<file path="src/rtl/bcd_to_binary_seq_if.sv">
// Valid/ready bus for the BCD-to-binary converter: BCD operand in, binary result out.
interface bcd_to_binary_seq_if #(
  parameter int unsigned DIGITS = 2,
  parameter int unsigned BIN_W  = 7
);
  logic [4*DIGITS-1:0] bcd;
  logic                in_valid;
  logic                in_ready;
  logic [BIN_W-1:0]    binary;
  logic                error;
  logic                out_valid;
  logic                out_ready;

  modport master (
    output bcd, in_valid, out_ready,
    input  in_ready, binary, error, out_valid
  );

  modport slave (
    input  bcd, in_valid, out_ready,
    output in_ready, binary, error, out_valid
  );
endinterface

</file>
<file path="src/rtl/bcd_to_binary_seq.sv">
// Sequential packed-BCD to binary converter (reverse double dabble), one
// shift/correct step per clock, with illegal-digit detection on accept.
module bcd_to_binary_seq #(
  parameter int unsigned DIGITS = 2,
  parameter int unsigned BIN_W  = 7
) (
  input  logic                 i_clk,
  input  logic                 i_rst,
  bcd_to_binary_seq_if.slave   io_bus
);
  localparam int unsigned SW = 4 * DIGITS;
  localparam int unsigned CW = $clog2(BIN_W + 1);

  typedef enum logic [1:0] {StIdle, StConv, StDone} state_e;

  state_e              r_state, w_state_next;
  logic [SW-1:0]       r_s;
  logic [BIN_W-1:0]    r_r;
  logic [BIN_W-1:0]    r_binary;
  logic                r_error;
  logic [CW-1:0]       r_cnt;
  logic [SW+BIN_W-1:0] w_sr_shift;
  logic [SW-1:0]       w_s_shift;
  logic [SW-1:0]       w_s_corr;
  logic                w_illegal;
  logic                w_accept;
  logic                w_last;

  assign w_accept   = (r_state == StIdle) && io_bus.in_valid;
  assign w_last     = (r_cnt == CW'(BIN_W - 1));
  assign w_sr_shift = {r_s, r_r} >> 1;
  assign w_s_shift  = w_sr_shift[SW+BIN_W-1:BIN_W];

  always_comb begin
    w_illegal = 1'b0;
    for (int i = 0; i < DIGITS; i++) begin
      if (io_bus.bcd[4*i +: 4] > 4'd9) w_illegal = 1'b1;
    end
  end

  // Halving a BCD digit that received the carry-in bit from its neighbour
  // overshoots by 8 -> 5; subtracting 3 restores the decimal weight.
  always_comb begin
    w_s_corr = w_s_shift;
    for (int i = 0; i < DIGITS; i++) begin
      if (w_s_shift[4*i +: 4] >= 4'd8) w_s_corr[4*i +: 4] = w_s_shift[4*i +: 4] - 4'd3;
    end
  end

  always_comb begin
    w_state_next = r_state;
    unique case (r_state)
      StIdle:  if (io_bus.in_valid) w_state_next = w_illegal ? StDone : StConv;
      StConv:  if (w_last) w_state_next = StDone;
      StDone:  if (io_bus.out_ready) w_state_next = StIdle;
      default: w_state_next = StIdle;
    endcase
  end

  always_ff @(posedge i_clk) begin
    if (i_rst) r_state <= StIdle;
    else       r_state <= w_state_next;
  end

  always_ff @(posedge i_clk) begin
    if (i_rst) begin
      r_s      <= '0;
      r_r      <= '0;
      r_cnt    <= '0;
      r_binary <= '0;
      r_error  <= 1'b0;
    end else if (w_accept) begin
      r_s   <= io_bus.bcd;
      r_r   <= '0;
      r_cnt <= '0;
      if (w_illegal) begin
        r_binary <= '0;
        r_error  <= 1'b1;
      end
    end else if (r_state == StConv) begin
      r_s   <= w_s_corr;
      r_r   <= w_sr_shift[BIN_W-1:0];
      r_cnt <= r_cnt + CW'(1);
      if (w_last) begin
        r_binary <= w_sr_shift[BIN_W-1:0];
        r_error  <= 1'b0;
      end
    end
  end

  assign io_bus.in_ready  = (r_state == StIdle);
  assign io_bus.out_valid = (r_state == StDone);
  assign io_bus.binary    = r_binary;
  assign io_bus.error     = r_error;
endmodule

</file>
<file path="src/flat_wrapper.sv">
// flat-port wrapper written by rule: the top's interface ports become plain ports
module bcd_to_binary_seq_flat 
#(
  parameter int unsigned DIGITS = 2,
  parameter int unsigned BIN_W  = 7
)
  (i_clk, i_rst, io_bus_bcd, io_bus_in_valid, io_bus_out_ready, io_bus_in_ready, io_bus_binary, io_bus_error, io_bus_out_valid);
  bcd_to_binary_seq_if #(.DIGITS(DIGITS), .BIN_W(BIN_W)) io_bus_i ();
  input  logic i_clk;
  input  logic i_rst;
  input wire logic [$bits(io_bus_i.bcd)-1:0] io_bus_bcd;
  input wire logic [$bits(io_bus_i.in_valid)-1:0] io_bus_in_valid;
  input wire logic [$bits(io_bus_i.out_ready)-1:0] io_bus_out_ready;
  output wire logic [$bits(io_bus_i.in_ready)-1:0] io_bus_in_ready;
  output wire logic [$bits(io_bus_i.binary)-1:0] io_bus_binary;
  output wire logic [$bits(io_bus_i.error)-1:0] io_bus_error;
  output wire logic [$bits(io_bus_i.out_valid)-1:0] io_bus_out_valid;
  assign io_bus_i.bcd = io_bus_bcd;
  assign io_bus_i.in_valid = io_bus_in_valid;
  assign io_bus_i.out_ready = io_bus_out_ready;
  assign io_bus_in_ready = io_bus_i.in_ready;
  assign io_bus_binary = io_bus_i.binary;
  assign io_bus_error = io_bus_i.error;
  assign io_bus_out_valid = io_bus_i.out_valid;
  bcd_to_binary_seq #(.DIGITS(DIGITS), .BIN_W(BIN_W)) u_core (.i_clk(i_clk), .i_rst(i_rst), .io_bus(io_bus_i));
endmodule
</file>
<file path="config.mk">
export PLATFORM = sky130hd
export DESIGN_NAME = bcd_to_binary_seq_flat
export DESIGN_NICKNAME = d
export VERILOG_FILES = /design/src/rtl/bcd_to_binary_seq_if.sv /design/src/rtl/bcd_to_binary_seq.sv /design/src/flat_wrapper.sv
export SDC_FILE = /design/constraint.sdc
export NUM_CORES = 1
export LEC_CHECK = 0
export CAP_MARGIN = 30
export CORE_ASPECT_RATIO = 1.25
export CORE_UTILIZATION = 51
export CTS_CLUSTER_DIAMETER = 60
export CTS_CLUSTER_SIZE = 24
export DETAILED_ROUTE_END_ITERATION = 7
export PLACE_DENSITY = 0.78
export SLEW_MARGIN = 40
export SYNTH_ARGS = -nofsm -noshare
export SYNTH_HDL_FRONTEND = slang
export SYNTH_SLANG_ARGS = --single-unit
</file>
<file path="constraint.sdc">
create_clock -name i_clk -period 1.6 [get_ports i_clk]
set_input_delay 0.48 -clock i_clk [delete_from_list [all_inputs] [get_ports i_clk]]
set_output_delay 0.48 -clock i_clk [all_outputs]
set_load 0.01 [all_outputs]
</file>
==> results of run 1 <==
-- worst paths after layout --
path	from	endpoint	slack, ns	cells after the start
hold / removal	u_core.r_r[1]	u_core.r_r[1]	0.49	2
setup / recovery	io_bus_bcd[3]	u_core.io_bus.error	0.05	7
setup reg to reg	u_core.r_state[0]	u_core.r_s[3]	0.13	4
hold reg to reg	u_core.r_r[1]	u_core.r_r[1]	0.49	2
-- cell usage after synthesis, types with 2 or more instances --
library cell  number  area [µm²]
xnor2_1            2       17.52
ha_1               4       50.05
xor2_1             2       17.52
inv_1              4       15.01
clkbuf_1           4       15.01
nor2b_1            3       18.77
nand3b_1           2       15.01
a211oi_1           2       15.01
nand2b_1           2       12.51
dfxtp_1           27       540.5
a21oi_1           14       70.07
nor2_1            28       105.1
buf_2              4       20.02
nand2_1           25       93.84
nor3_1             3       15.01
a2bb2oi_1          6       52.55
a32oi_1            2       17.52
o21ai_0            2       10.01
-- kinds of logic (layout without fill, tap and decap cells) --
group / after synthesis / count (layout) / share of synthesized area, %
adder cells (fa/ha/maj): 4 / 4 / 4.020
buffers and inverters: 12 / 43 / 4.019
AO/OA/AOI/OAI: 33 / 33 / 19.10
AND/OR/NAND/NOR: 70 / 70 / 25.83
flip-flops: 27 / 27 / 43.42
XOR/XNOR: 4 / 4 / 2.815
multiplexers: 1 / 1 / 0.8041
-- repair_timing --
item	CTS	global route
endpoints found under the setup margin	10	9
resized for setup	10	13
hold endpoints to repair	0	0
buffers inserted	0	1
pin swaps	0	1
-- routing by layer --
| layer | part of all wire, % | vias up | routed length [µm] |
|---|---|---|---|
| li1 | - | 578 | - |
| met1 | 42 | 543 | 1083 |
| met2 | 54 | 20 | 1373 |
| met3 | 2.7 | 6 | 69 |
| met4 | 1.3 | 0 | 34 |
| met5 | 0 | - | 0 |
-- through the flow --
step	power, mW	utilization [%]	setup slack [ns]	setup TNS (ns)	hold WS (ns)
floorplan	0.9122	-	0.2220	0	0.4371
CTS	1.302	69.53	0.01245	0	0.4832
finish	1.302	71.36	0.05048	0	0.4899
global placement	1.021	68.92	-0.2984	-4.028	0.4541
detailed placement	1.029	68.92	-0.3433	-4.489	0.4643
global route	1.379	71.36	0.01189	0	0.5196
-- cell type report --
| cell class | count | area [µm²] |
|---|---|---|
| multi-input cells | 112 | 691.9 |
| fillers | 183 | 646.9 |
| flip-flops and latches | 27 | 541.8 |
| repair buffers | 35 | 297.8 |
| well taps | 31 | 38.79 |
| clock buffers | 4 | 26.28 |
| inverters | 4 | 15.01 |
-- worst max-delay path, stage by stage --
cell and delay [ns]:
clkdlybuf4s50_1 0.48, o21ai_0 0.11, buf_4 0.16, a21boi_4 0.30
buf_4 0.17, a21oi_1 0.03, nor2_1 0.08
-- power breakdown --
group / internal, mW / switching, mW / leakage, nW
registers: 0.704 / 0.0270 / 0.220
clock network: 0.0973 / 0.186 / 0.0150
logic: 0.149 / 0.139 / 0.431
-- flip-flops by register name (all words and copies together), names as in the netlist --
name / count
u_core.io_bus.binary: 7
u_core.r_state: 2
u_core.r_cnt: 3
u_core.r_s: 8
u_core.io_bus.error: 1
u_core.r_r: 6
==> Flow_metrics.wiki, run 1 <==
{| class="wikitable"
! Metric !! Value
|-
| Result of the run || completed
|-
| Final WL || 2560 µm
|-
| Placement-stage cell area || roughly 1600 µm²
|-
| Placer Congestion || ~0.83
|-
| Synth Warn # || 0
|-
| Hold Vio Cnt, Final || 0
|-
| Cells after Synth || 151
|-
| Total number of vias || 1147
|-
| Global Route met2 Usage || 39.84%
|-
| Average size of a mapped cell || between 8 and 9 µm²
|-
| Hold crit path type || reg2reg
|-
| Number of flops mapped to enable cells by yosys || 0
|-
| Gr usage total || 22.06%
|-
| Number of cell rows || 19
|-
| Ant diodes || 0
|-
| Setup repair after global routing missed its margin || no
|-
| Worst endpoint data arrival time || 1.81 ns
|-
| Number of buffers added by the clock tree synthesis step || 3
|-
| Avg WL per Cell || ~12 µm
|-
| Die Area || 2644 µm²
|-
| CP startpoint kind || primary input
|-
| Maximum number of pins on one net before global-route repair || 20
|-
| Hold buffer count at CTS || 0
|-
| Slew Viols, Final || 0
|-
| Antenna violations before repair || 0
|-
| IR Drop Worst-Case VDD || 506.7 µV
|-
| Worst-path fanout max || 8
|-
| Final cell count without fillers || 213
|-
| Clock tree sinks || 27
|-
| Worst-skew pair later-pin latency || 0.31 ns
|-
| Antenna-violating nets left || 0
|-
| Max-Slew Margin vs Limit || between 60% and 70%
|-
| Class of the most critical setup path || in2reg
|-
| Leakage power || 0.6662 nW
|-
| Met1 global-route usage || 24.21%
|-
| Initial Util || 55.12%
|-
| Post-Layout Inst Area || 1612 µm²
|-
| Count of H-tree levels built during CTS || 1
|-
| Synthesized Nets || roughly 170
|-
| Initial detailed-routing violation count || 35
|-
| Most used cells in the layout excluding fill and tap cells || 28 x nor2_1, 26 x dfxtp_1, 25 x nand2_1
|-
| Data required time of the critical path || 1.86 ns
|-
| Count of unresolved DRC violations after routing || 0
|-
| Number of synthesized register bits || 27
|-
| Number of global-route vias before repair || about 1100
|-
| Max-cap violations || 0
|-
| Final count of negative-setup-slack endpoints || 0
|-
| Cell Area, Synth || 1245 µm²
|-
| CTS tree || yes
|-
| Worst Clk Skew || 0.002082 ns
|-
| Most crowded layer after global routing || met2
|-
| Area growth from synthesis to layout || 29.45%
|-
| Leading cell type in the layout, fill and taps excluded || nor2_1
|-
| Power density normalized to cell area || around 810 nW/µm²
|-
| Number of buffers on the longest clock path || 2
|-
| Clock Tree Root || clkbuf_4
|-
| Clock transition at the register clock pins on the worst setup and hold paths after CTS || 0.14 ns
|-
| Worst slew pin tran || 0.4538 ns
|-
| Final net count || 199
|-
| Number of detailed-route iterations in the first pass || 4
|-
| Horizontal extent of the die || 46.19 µm
|-
| Crit end category || flip-flop
|-
| Std-Cell Core Area || 2258 µm²
|-
| Share of cells above drive strength 1 || 17.03%
|-
| Placed cells || 208
|-
| Global routing usage on met3 || 3.165%
|-
| Clock period minus worst slack || ~1.5 ns
|-
| Total global routing overflow || 0
|-
| Top_reg_cell synth || dfxtp_1
|-
| Fraction of registers with async set/reset || 0%
|-
| Number of port buffers || 21
|-
| Global-route wire length before repair || 4388 µm
|-
| Distinct cell type count after synthesis || 33
|-
| Final worst path period share || 96.84%
|-
| Post-DR vias/cell || 5.385
|-
| I/O Pins || 22
|-
| Part of the Yosys area used for sequential elements || 43.42%
|-
| Top achievable clock speed || 0.6454 GHz
|-
| Final HPWL DP || 1917 µm
|-
| Vertical die dimension || approximately 57 µm
|}
(Power assumes the default switching activity.)
==> inputs of run 2 (changes only) <==
- TNS_END_PERCENT: default -> 5
==> Flow_metrics.wiki, run 2 (synthesis results as in run 1) <==
{| class="wikitable"
! Metric !! Value
|-
| Result of the run || completed
|-
| Top achievable clock speed || 0.6387 GHz (-1.0%)
|-
| Number of detailed-route iterations in the first pass || 4 (unchanged)
|-
| Number of port buffers || 21 (unchanged)
|-
| Global-route wire length before repair || 4388 µm (unchanged)
|-
| Number of flip-flops in the largest register || 8 (unchanged)
|-
| R2r setup slk || 0.12 ns (about the same)
|-
| Antenna violations before repair || 0 (unchanged)
|-
| Final count of negative-setup-slack endpoints || 0 (unchanged)
|-
| Number of cell rows || 19 (unchanged)
|-
| Clock tree sinks || 27 (unchanged)
|-
| Core Util, Final || 71.58% (+0.22 points)
|-
| End of the worst register-to-register path || u_core.r_s[3]
|-
| Area growth from synthesis to layout || 29.85%
|-
| Initial Util || 55.12% (unchanged)
|-
| IR Drop Worst-Case VDD || 508.0 µV (+0.26%)
|-
| Ant diodes || 0 (unchanged)
|-
| Placed cells || 208 (unchanged)
|-
| Hold buffer count at CTS || 0 (unchanged)
|-
| Fill cell count || 182 (-0.55%)
|-
| Leading cell type in the layout, fill and taps excluded || nor2_1
|-
| Final HPWL DP || 1917 µm (unchanged)
|-
| Gr usage total || 22.06% (unchanged)
|-
| Horizontal extent of the die || 46.19 µm (unchanged)
|-
| Std-Cell Core Area || 2258 µm² (unchanged)
|-
| Worst Hold Endpoint || u_core.r_r[1]
|-
| Highest metal layer with signal wires || met4
|-
| Final cell count without fillers || 213 (unchanged)
|-
| Antenna-violating nets left || 0 (unchanged)
|-
| Final Power || 1.305 mW (+0.23%)
|-
| Placer Congestion || 0.8301 (unchanged)
|-
| I/O Pins || 22 (unchanged)
|-
| Share of cells above drive strength 1 || 16.48% (-0.55 points)
|-
| Data required time of the critical path || 1.86 ns (about the same)
|-
| Worst-skew pair later-pin latency || 0.31 ns (about the same)
|-
| Sum of met2 wire segment lengths after detailed routing || 1381 µm (+0.58%)
|-
| Total global routing overflow || 0 (unchanged)
|-
| CTS tree || yes
|-
| Worst endpoint data arrival time || 1.83 ns (+0.02 ns)
|-
| Final worst path period share || 97.86% (+1.0 points)
|-
| Min-delay src || u_core.r_r[1]
|-
| Most used cells in the layout excluding fill and tap cells || 28 x nor2_1, 26 x dfxtp_1, 25 x nand2_1
|-
| Count of H-tree levels built during CTS || 1 (unchanged)
|-
| Total number of vias || 1145 (-0.17%)
|-
| Worst slack at placement || -0.3433 ns (unchanged)
|-
| Hold crit path type || reg2reg
|-
| Power density normalized to cell area || 807.5 nW/µm² (about the same)
|-
| Final WL || 2569 µm (+0.35%)
|-
| Maximum number of pins on one net before global-route repair || 20 (unchanged)
|-
| Clock transition at the register clock pins on the worst setup and hold paths after CTS || 0.14 ns (about the same)
|-
| Vertical die dimension || 57.24 µm (unchanged)
|-
| Wire length the detailed router placed on met1 || 1102 µm (+1.8%)
|-
| Top register by number of flip-flops || u_core.r_s
|-
| Max-Slew Margin vs Limit || 69.50% (-0.24 points)
|-
| Final critical-path setup slack || 0.03425 ns (-0.01624 ns)
|-
| Hold Vio Cnt, Final || 0 (unchanged)
|-
| Setup repair after global routing missed its margin || yes
|-
| Worst-path fanout max || 8 (unchanged)
|-
| Slew Viols, Final || 0 (unchanged)
|-
| Number of buffers added by the clock tree synthesis step || 3 (unchanged)
|-
| Register-to-Register Path Depth || 4 (unchanged)
|-
| CP startpoint kind || primary input
|-
| Count of unresolved DRC violations after routing || 0 (unchanged)
|-
| Crit end category || flip-flop
|-
| Die Area || 2644 µm² (unchanged)
|-
| Number of global-route vias before repair || 1102 (unchanged)
|-
| Clock period minus worst slack || 1.566 ns (+0.01624 ns)
|-
| R2r startpoint || u_core.r_state[0]
|-
| Fin Hold WS || 0.4899 ns (-0.00002700 ns)
|-
| Initial detailed-routing violation count || 34 (-2.9%)
|-
| Class of the most critical setup path || in2reg
|-
| Clock Tree Root || clkbuf_4
|-
| Final net count || 199 (unchanged)
|-
| Number of buffers on the longest clock path || 2 (unchanged)
|-
| Worst Clk Skew || 0.001458 ns (-0.0006235 ns)
|-
| Worst Hold Depth || 2 (unchanged)
|-
| Avg WL per Cell || 12.06 µm (+0.35%)
|-
| Metal3 WL || 67 µm (-2.9%)
|-
| Max-cap violations || 0 (unchanged)
|-
| Post-DR vias/cell || 5.376 (-0.17%)
|-
| Sequential standard cell area || 541.8 µm² (unchanged)
|-
| Area of the multi-input gates || 691.9 µm² (unchanged)
|-
| Leakage power || 0.6669 nW (about the same)
|-
| Worst slew pin tran || 0.4574 ns (+0.003607 ns)
|}
[run 2: cell types whose count changed in the layout (fill, tap and decap cells not counted), sizes merged]
cell	previous run	this run
clkbuf	6	5
clkdlybuf4s15	0	1
[run 2: report_power, final]
part           internal (mW)  switching (mW)  leakage [nW]
Clock                 0.0973           0.186        0.0150
Sequential             0.704          0.0271         0.220
Combinational          0.151           0.140         0.432
Total                  0.952           0.353         0.667
[run 2: what timing repair did]
| action | in CTS | in global routing |
|---|---|---|
| setup buffers | 0 | 1 |
| cloned | 0 | 0 |
| pin swaps | 0 | 0 |
| resized for setup | 10 | 12 |
| endpoints found under the setup margin | 10 | 9 |
[run 2: final cells by class]
| cell class | count | area share [%] |
|---|---|---|
| inverter | 4 | 0.9288 |
| timing repair buffer | 35 | 18.73 |
| tap | 31 | 2.399 |
| multi-input combinational | 112 | 42.80 |
| clock buffer | 4 | 1.625 |
| sequential | 27 | 33.51 |
[run 2: critical path, stage by stage]
cell and delay, ns:
clkdlybuf4s50_1 0.49, o21ai_0 0.11, buf_4 0.16, a21boi_4 0.31, buf_4 0.17, a21oi_1 0.03
nor2_1 0.08
[run 2: through the flow]
stage	cell area (µm²)	setup TNS, ns
after global routing	1617	-0.004029
after floorplan	1245	0
after CTS	1570	0
final	1617	0
after detailed placement	1556	-4.489
after global placement	1556	-4.028
[run 2: metal layers]
layer | GRT usage, % | up-vias
met5 | 0 | -
met4 | 9.664 | 0
met3 | 3.165 | 2
met2 | 39.84 | 20
met1 | 24.21 | 548
li1 | - | 575
[run 2: worst max-delay path by stage]
stage                      start                      end  slack, ns  depth (start not counted)
4_1_cts        u_core.r_state[1]         io_bus_out_valid       0.01                          2
3_3_place_gp     io_bus_in_valid  u_core.io_bus.binary[4]      -0.30                          5
6_report           io_bus_bcd[3]      u_core.io_bus.error       0.03                          7
3_5_place_dp     io_bus_in_valid  u_core.io_bus.binary[5]      -0.34                          5
5_1_grt        u_core.r_state[1]          io_bus_in_ready     -0.004                          2
2_1_floorplan  u_core.r_state[1]         io_bus_out_valid       0.22                          2
==> inputs of run 3 (changes only) <==
- HOLD_SLACK_MARGIN: default -> 0.08
==> results of run 3 <==
The final DEF is identical to that of run 2; final timing and power are the same.
